===== config.mk =====
export PLATFORM = sky130hd
export DESIGN_NAME = icache
export DESIGN_NICKNAME = d
export VERILOG_FILES = /design/src/rtl/icache.sv
export SDC_FILE = /design/constraint.sdc
export NUM_CORES = 1
export LEC_CHECK = 0
export BUFFER_PORTS_ARGS = -buffer_cell sky130_fd_sc_hd__buf_2
export CORE_UTILIZATION = 49
export DETAILED_ROUTE_END_ITERATION = 10
export PLACE_DENSITY = 0.85
export REMOVE_ABC_BUFFERS = 1
export SLEW_MARGIN = 20
export SYNTH_ARGS = -nofsm -noshare
export SYNTH_HDL_FRONTEND = slang
export SYNTH_SLANG_ARGS = --single-unit

===== constraint.sdc =====
create_clock -name clk_in -period 4.6 [get_ports clk_in]
set_input_delay 0.46 -clock clk_in [delete_from_list [all_inputs] [get_ports clk_in]]
set_output_delay 0.46 -clock clk_in [all_outputs]
set_load 0.02 [all_outputs]

===== src/rtl/icache.sv =====
// Direct-mapped instruction cache, one 32-bit word per line.
// States: IDLE serves hits and accepts requests. MISS waits for the memory
// word. DROP waits for a flushed fetch's word, which still fills the line.
// Build option: define ICACHE_EN to enable the line storage. Without it,
// every access goes to memory (pass-through) with the same timing.
module icache #(
  parameter int unsigned INDEX_BITS = 4
) (
  input  logic        clk_in,
  input  logic        rst_in,
  input  logic        rdy_in,
  input  logic        inst_req,
  input  logic [31:0] inst_addr,
  output logic        inst_handle,
  output logic        inst_ready,
  output logic [31:0] inst_data,
  input  logic        rob_clear,
  output logic        mem_req,
  output logic [31:0] mem_addr,
  input  logic        mem_done,
  input  logic [31:0] mem_rdata
);

  localparam logic [1:0] S_IDLE = 2'd0;
  localparam logic [1:0] S_MISS = 2'd1;
  localparam logic [1:0] S_DROP = 2'd2;

  logic [1:0]  state_q, state_d;
  logic        ready_q, ready_d;
  logic        hit_q, hit_d;
  logic [31:0] data_q, data_d;
  logic        mem_req_q, mem_req_d;
  logic [31:0] mem_addr_q, mem_addr_d;
  logic        hit_c;
  logic        fill_c;
  logic [31:0] line_data_c;
  logic        unused_c;

  // Accept only in IDLE, never in a flush cycle, never while frozen
  assign inst_handle = (state_q == S_IDLE) & inst_req & ~rob_clear & rdy_in;

  // The outstanding word returns (MISS or DROP), so the line is written
  assign fill_c = rdy_in & mem_done & ((state_q == S_MISS) | (state_q == S_DROP));

  // A flush in the response cycle of a hit cancels that response
  assign inst_ready = ready_q & ~(hit_q & rob_clear);
  assign inst_data  = data_q;
  assign mem_req    = mem_req_q;
  assign mem_addr   = mem_addr_q;

`ifdef ICACHE_EN
  localparam int unsigned LINES = 1 << INDEX_BITS;
  localparam int unsigned TAG_W = 30 - INDEX_BITS;

  logic [INDEX_BITS-1:0] req_idx_c, fill_idx_c;
  logic [TAG_W-1:0]      req_tag_c, fill_tag_c;
  logic [LINES-1:0]      valid_q;
  logic [TAG_W-1:0]      tag_q [LINES];
  logic [31:0]           dat_q [LINES];

  assign req_idx_c   = inst_addr[INDEX_BITS+1:2];
  assign req_tag_c   = inst_addr[31:INDEX_BITS+2];
  assign fill_idx_c  = mem_addr_q[INDEX_BITS+1:2];
  assign fill_tag_c  = mem_addr_q[31:INDEX_BITS+2];
  assign hit_c       = valid_q[req_idx_c] & (tag_q[req_idx_c] == req_tag_c);
  assign line_data_c = dat_q[req_idx_c];
  assign unused_c    = ^inst_addr[1:0];

  // Valid bits: cleared by reset, set when a line is filled
  always_ff @(posedge clk_in or posedge rst_in) begin
    if (rst_in) begin
      valid_q <= '0;
    end else if (fill_c) begin
      valid_q[fill_idx_c] <= 1'b1;
    end
  end

  // Tag and data storage; a fill overwrites whatever the line held
  always_ff @(posedge clk_in) begin
    if (fill_c) begin
      tag_q[fill_idx_c] <= fill_tag_c;
      dat_q[fill_idx_c] <= mem_rdata;
    end
  end
`else
  assign hit_c       = 1'b0;
  assign line_data_c = 32'h0;
  assign unused_c    = ^{inst_addr[1:0], 32'(INDEX_BITS), fill_c};
`endif

  // Next-state and response logic; everything holds while rdy_in is low
  always_comb begin
    state_d    = state_q;
    ready_d    = 1'b0;
    hit_d      = 1'b0;
    data_d     = data_q;
    mem_req_d  = mem_req_q;
    mem_addr_d = mem_addr_q;
    if (!rdy_in) begin
      ready_d = ready_q;
      hit_d   = hit_q;
    end else begin
      case (state_q)
        S_IDLE: begin
          if (inst_handle) begin
            if (hit_c) begin
              ready_d = 1'b1;
              hit_d   = 1'b1;
              data_d  = line_data_c;
            end else begin
              state_d    = S_MISS;
              mem_req_d  = 1'b1;
              mem_addr_d = {inst_addr[31:2], 2'b00};
            end
          end
        end
        S_MISS: begin
          if (mem_done) begin
            state_d   = S_IDLE;
            mem_req_d = 1'b0;
            if (!rob_clear) begin
              ready_d = 1'b1;
              data_d  = mem_rdata;
            end
          end else if (rob_clear) begin
            state_d = S_DROP;
          end
        end
        S_DROP: begin
          if (mem_done) begin
            state_d   = S_IDLE;
            mem_req_d = 1'b0;
          end
        end
        default: begin
          state_d   = S_IDLE;
          mem_req_d = 1'b0;
        end
      endcase
    end
  end

  // State and registered outputs
  always_ff @(posedge clk_in or posedge rst_in) begin
    if (rst_in) begin
      state_q    <= S_IDLE;
      ready_q    <= 1'b0;
      hit_q      <= 1'b0;
      data_q     <= 32'h0;
      mem_req_q  <= 1'b0;
      mem_addr_q <= 32'h0;
    end else begin
      state_q    <= state_d;
      ready_q    <= ready_d;
      hit_q      <= hit_d;
      data_q     <= data_d;
      mem_req_q  <= mem_req_d;
      mem_addr_q <= mem_addr_d;
    end
  end

endmodule


==> impl_metrics.yaml, run 1 <==
final_layout:
  postLayoutCoreUtil: 0.696
  fin_area_um2: 3640
  drive_gt1_frac: 0.610
  diodes: 0
  layout.nets: 373
  syn_to_final_growth_pct: 33.0
  fillCellCount: 377
  instances_no_fill: 375
yosys:
  synthTopCellsByCount: "dfrtp_1 (66), mux2_1 (29), mux2_4 (29), inv_1 (7), buf_6 (6)"
  synthCells: 163
  synth-edff-count: 0
  ys_seq_elements: 66
  yosysMostFrequentCell: "dfrtp_1"
  synth.area.top_cells: "dfrtp_1 (60%), mux2_4 (16%), mux2_1 (12%), buf_6 (2.5%), mux2_2 (1.6%)"
  post-synth-top-area-cell: "dfrtp_1"
  synth_simple_gate_area_frac: 0.0228
  synth_top_area_frac: 0.603
  yosysWarningCount: 0
  synth_compound_area_frac: 0.0247
  syn_area_per_cell_um2: 16.8
  ys_async_sr_fraction: 1.00
  synthXorXnorAreaFrac: 0
  synthAdderAreaFrac: 0.0137
  synthMuxAreaShare: 0.295
  syn-cell-area_um2: 2740
  synth-seq-area-share: 0.603
  synthDistinctLibCells: 19
  ys.flop_type: "dfrtp_1"
  synth_top_family_by_area: "multiplexers"
timing:
  tightest_slew_ns: 0.770
  period_share: 0.471
  fin_skew_ns: 0.00804
  hold_violations: 0
  rsz0062_at_grt: "no"
  slew-limit-headroom: 0.487
  fin_tns_setup_ns: 0
  setup_viol: 0
  slew_violations: 0
  period_needed_ns: 2.17
  fmax_mhz: 461
worst_setup_path:
  path_cells: "inv_1, ha_1, nand3_4, inv_1, buf_2"
  rrSetupSlack_ns: 2.74
  crit_start: "state_q[1]$_DFFE_PP0P_"
  cp.arrival_ns: 1.71
  slowest_stage: "dfrtp_1"
  timing.rr.start: "state_q[1]$_DFFE_PP0P_"
  cp_max_fo: 31
  critical-path-max-stage-delay_ns: 0.41
  reg2regPathDepth: 4
  crit_path_end: "inst_handle"
  crit_type: "reg2out"
  startpoint_type: "flip-flop"
  r2r_end: "inst_data[15]$_DFFE_PP0P_"
  worstSetupEndpointType: "output port"
  cpMostUsedCell: "inv_1"
  crit_required_ns: 4.14
die:
  io_pins: 137
  start_util: 0.523
  core_area_um2: 5240
  fp.dieH_um: 76.8
  num_rows: 26
  fp.dieW_um: 76.8
  dieArea_um2: 5890
clock_network:
  clock_sinks: 66
  holdBufCountCts: 0
  insertion_delay_ns: 0.32
  cts_buffers: 9
  clockRootBuffer: "clkbuf_8"
  cts_tree: "yes"
  clockBufferDepth: 2
  cts_setup_buffers: 0
  clkTransAtPathRegs_ns: 0.08
  cts_resized: 0
  cts-htree-levels: 3
power:
  pwr-share-comb: 0.420
  ir_drop_mv: 0.470
  powerDensity_nw_per_um2: 733
  switching_share: 0.368
  p_sw_mw: 0.983
  internal_power_mw: 1.69
  p_total_mw: 2.67
  pwr-share-seq: 0.381
  leakagePower_nw: 1.96
  power.clock.fraction: 0.199
routing:
  drt_iter0_drc: 31
  drt-total-wl_um: 5100
  vias: 1787
  drtPass1Iterations: 4
  routedWlPerCell_um: 13.6
  drcViolationCount: 0
  final_antenna_net_count: 0
  viasPerCell: 4.77
placed_design:
  dpl_cell_area_um2: 3420
  io_buffer_count: 132
  gp_congestion: 0.747
  post-place-cells: 359
  dp_hpwl_um: 3780
global_route:
  grt.overflow.total: 0
  grt_usage: 0.194
  first_global_vias: 1818
  grt_first_pass_wirelength_um: 8740
  grt_max_degree: 67
  antenna_found_initial: 0
flow_run:
  cap_violations: 0
status:
  status: "finished clean"
min_path:
  hp-start: "inst_addr[29]"
  hp-class: "in2reg"
-- stage by stage --
stage / setup WS, ns / hold WS, ns
after detailed placement: 2.63 / 0.477
final: 2.43 / 0.342
after global placement: 2.64 / 0.469
after CTS: 2.40 / 0.323
after floorplan: 2.49 / 0.503
after global routing: 2.28 / 0.325
-- cell usage in the layout, fill, tap and decap left out --
master | synthesis | routed
a41oi_1 | 1 | 1
ha_1 | 3 | 3
o2bb2ai_1 | 1 | 1
dfrtp_1 | 66 | 66
clkinvlp_4 | 0 | 1
and2b_2 | 1 | 1
inv_2 | 0 | 1
a21o_1 | 1 | 1
nand2b_1 | 2 | 2
nand3_4 | 2 | 2
a31oi_1 | 4 | 4
conb_1 | 1 | 2
clkbuf_8 | 0 | 10
bufinv_16 | 0 | 2
mux2_2 | 4 | 4
clkinv_2 | 0 | 1
nor2b_1 | 1 | 1
mux2_1 | 29 | 29
o21ai_0 | 2 | 2
clkinv_4 | 0 | 2
o21bai_1 | 1 | 1
inv_1 | 7 | 6
buf_4 | 2 | 1
buf_2 | 0 | 132
mux2_4 | 29 | 29
-- worst min path at each step --
| stage | end | slack (ns) | cells past startpoint |
|---|---|---|---|
| final | mem_addr[29]$_DFFE_PP0P_ | 0.34 | 2 |
| after CTS | mem_addr[29]$_DFFE_PP0P_ | 0.32 | 2 |
| after floorplan | state_q[1]$_DFFE_PP0P_ | 0.50 | 1 |
| after global routing | mem_addr[29]$_DFFE_PP0P_ | 0.32 | 2 |
| after detailed placement | mem_addr[6]$_DFFE_PP0P_ | 0.48 | 1 |
| after global placement | mem_addr[12]$_DFFE_PP0P_ | 0.47 | 1 |
-- flip-flops by register name, indices dropped and copies added, names as in the netlist --
| register | count |
|---|---|
| mem_addr | 30 |
| ready_q | 1 |
| state_q | 2 |
| inst_data | 32 |
| mem_req | 1 |
-- power groups by stage --
stage          sequential, mW  combinational [mW]  clock (mW)
4_1_cts                  1.02                1.14       0.544
6_report                 1.02                1.12       0.531
5_1_grt                  1.06                1.20       0.571
3_3_place_gp             1.01                1.11           0
2_1_floorplan            1.37               0.395           0
3_5_place_dp             1.02                1.14           0
-- cell type report --
| class | count | area, um^2 | share of cell area |
|---|---|---|---|
| multi-input cells | 83 | 982 | 0.270 |
| flip-flops and latches | 66 | 1650 | 0.453 |
| clock buffers | 10 | 138 | 0.0378 |
| clock inverters | 6 | 90.1 | 0.0247 |
| inverters | 7 | 26.3 | 0.00721 |
| well taps | 70 | 87.6 | 0.0240 |
| repair buffers | 133 | 668 | 0.183 |
-- routing by layer --
| metal | vias to the layer above | wire (um) | global-route usage |
|---|---|---|---|
| li1 | 839 | - | - |
| met2 | 108 | 2310 | 0.297 |
| met4 | 0 | 67 | 0.0865 |
| met1 | 834 | 2250 | 0.257 |
| met5 | - | 0 | 0 |
| met3 | 6 | 477 | 0.0548 |
-- cells by family after synthesis --
logic type | count (synthesis)
buf+inv | 15
fa+ha+maj | 3
mux | 62
compound gates | 10
simple gates | 6
other cells | 1
flops | 66
-- worst max-delay path: cells and delay by family (launching register included) --
family | cells | cell delay, ns
flip-flops | 1 | 0.41
buffers and inverters | 3 | 0.39
AND/OR/NAND/NOR | 1 | 0.36
adder cells (fa/ha/maj) | 1 | 0.23
No activity file was read; power rests on OpenSTA's default activity.
==> run 2, diff against run 1 <==
- CORE_UTILIZATION: 49 -> 41
- PLACE_DENSITY: 0.85 -> 0.76
- clock period: 4.6 -> 1.85 ns (I/O delays scaled with it)
==> run 2 against run 1 <==
Against the previous run:
- worst hold slack worse by 0.28 ns
- flip-flop and latch count unchanged
- sequential power up 150%
- global-route usage down 2.8 points
- routed wire length up 1.7%
- register-to-register slack worse by 2.5 ns
- clock power up 130%
- clock-buffer cell count up 3
- setup slack worse by 2.3 ns
- final cell count up 2.7%
- sequential share of layout area down 0.83 points
- critical path type unchanged
==> impl_metrics.yaml, run 2 (synthesis results as in run 1) <==
status:
  status: "finished clean"
final_layout:
  multi_input_comb_area_um2: 982
  drive_gt1_frac: 0.607
  fillCellCount: 519
  seqCellArea_um2: 1650
  layout.nets: 377
  diodes: 0
  instances_no_fill: 385
  syn_to_final_growth_pct: 35.5
  postLayoutCoreUtil: 0.581
  largest_reg_flops: 32
  final_common_cell: "buf_2"
  final_cell_mix: "buf_2 (132), dfrtp_1 (66), mux2_1 (29), mux2_4 (29), clkbuf_8 (12)"
die:
  io_pins: 137
  dieArea_um2: 7010
  fp.dieH_um: 83.7
  start_util: 0.429
  num_rows: 29
  core_area_um2: 6390
  fp.dieW_um: 83.7
clock_network:
  cts_tree: "yes"
  clockBufferDepth: 2
  cts-htree-levels: 3
  clockRootBuffer: "clkbuf_8"
  clkTransAtPathRegs_ns: 0.07
  cts_resized: 0
  cts_buffers: 9
  clock_sinks: 66
  insertion_delay_ns: 0.32
routing:
  vias: 1828
  drcViolationCount: 0
  routedWlPerCell_um: 13.5
  drtPass1Iterations: 4
  drt_iter0_drc: 23
  drt-total-wl_um: 5190
  final_antenna_net_count: 0
  viasPerCell: 4.75
global_route:
  use_met3: 0.0564
  busiest_layer: "met2"
  first_global_vias: 1973
  grt_usage: 0.166
  use_met2: 0.271
  grt_first_pass_wirelength_um: 9020
  antenna_found_initial: 0
  grt.overflow.total: 0
  grt_max_degree: 67
  grtUsageMet1: 0.200
timing:
  hold_ws_ns: 0.0615
  period_share: 0.926
  fin_tns_setup_ns: 0
  hold_violations: 0
  rsz0062_at_grt: "no"
  fmax_mhz: 584
  slew_violations: 0
  setup_viol: 0
  layout_setup_ws_ns: 0.138
  period_needed_ns: 1.71
  fin_skew_ns: 0.00693
placed_design:
  place_ws_ns: 0.256
  gp_congestion: 0.886
  post-place-cells: 369
  io_buffer_count: 132
  dp_hpwl_um: 3840
worst_setup_path:
  worstSetupEndpointType: "output port"
  r2r_end: "inst_data[8]$_DFFE_PP0P_"
  crit_required_ns: 1.66
  cp.arrival_ns: 1.53
  reg2regPathDepth: 5
  timing.rr.start: "state_q[1]$_DFFE_PP0P_"
  startpoint_type: "flip-flop"
  crit_type: "reg2out"
  cp_max_fo: 31
  rrSetupSlack_ns: 0.26
flow_run:
  cap_violations: 0
power:
  powerDensity_nw_per_um2: 1770
  ir_drop_mv: 1.15
  leakagePower_nw: 2.00
min_path:
  min_path_cells: 2
  min_to: "mem_addr[13]$_DFFE_PP0P_"
  hp-class: "in2reg"
  hp-start: "inst_addr[13]"
==> run 2: cell type report <==
cell class                      count  area share
Clock buffer                       13      0.0455
Clock inverter                      2     0.00944
Multi-Input combinational cell     83       0.265
Timing Repair Buffer              137       0.202
Sequential cell                    66       0.445
Tap cell                           77      0.0260
Inverter                            7     0.00708
==> run 2: through the flow <==
step | cell area [um^2] | power [mW]
floorplan | 2660 | 4.38
finish | 3710 | 6.57
global route | 3710 | 6.97
global placement | 3500 | 5.29
CTS | 3710 | 6.66
detailed placement | 3500 | 5.40
==> run 2: worst max-delay path, stage by stage, from the launching register on <==
cell     delay (ns)
dfrtp_1        0.41
inv_1          0.09
ha_1           0.21
nand3_4        0.08
buf_12         0.17
inv_1          0.06
buf_2          0.15
==> run 2: worst max-delay path by stage <==
| stage | endpoint | cells after the start | start |
|---|---|---|---|
| 2_1_floorplan | inst_data[0]$_DFFE_PP0P_ | 1 | rst_in |
| 4_1_cts | inst_handle | 6 | state_q[1]$_DFFE_PP0P_ |
| 3_3_place_gp | inst_data[7]$_DFFE_PP0P_ | 5 | state_q[1]$_DFFE_PP0P_ |
| 5_1_grt | inst_handle | 6 | state_q[1]$_DFFE_PP0P_ |
| 3_5_place_dp | inst_data[31]$_DFFE_PP0P_ | 5 | state_q[1]$_DFFE_PP0P_ |
| 6_report | inst_handle | 6 | state_q[1]$_DFFE_PP0P_ |
==> run 2: repair_timing <==
action	in CTS	in global routing
setup buffers	0	0
endpoints found under the setup margin	0	0
hold buffers	1	0
endpoints found under the hold margin	66	0
==> run 2: layer usage <==
layer,vias to the layer above,share of wire
li1,843,-
met1,883,0.43
met2,95,0.47
met3,7,0.083
met4,0,0.014
met5,-,0
==> run 2: report_power, final <==
group / internal, mW / leakage [nW] / switching, mW / total, mW
logic: 1.26 / 1.09 / 1.55 / 2.81
registers: 2.16 / 0.798 / 0.370 / 2.53
clock network: 0.724 / 0.106 / 0.500 / 1.22
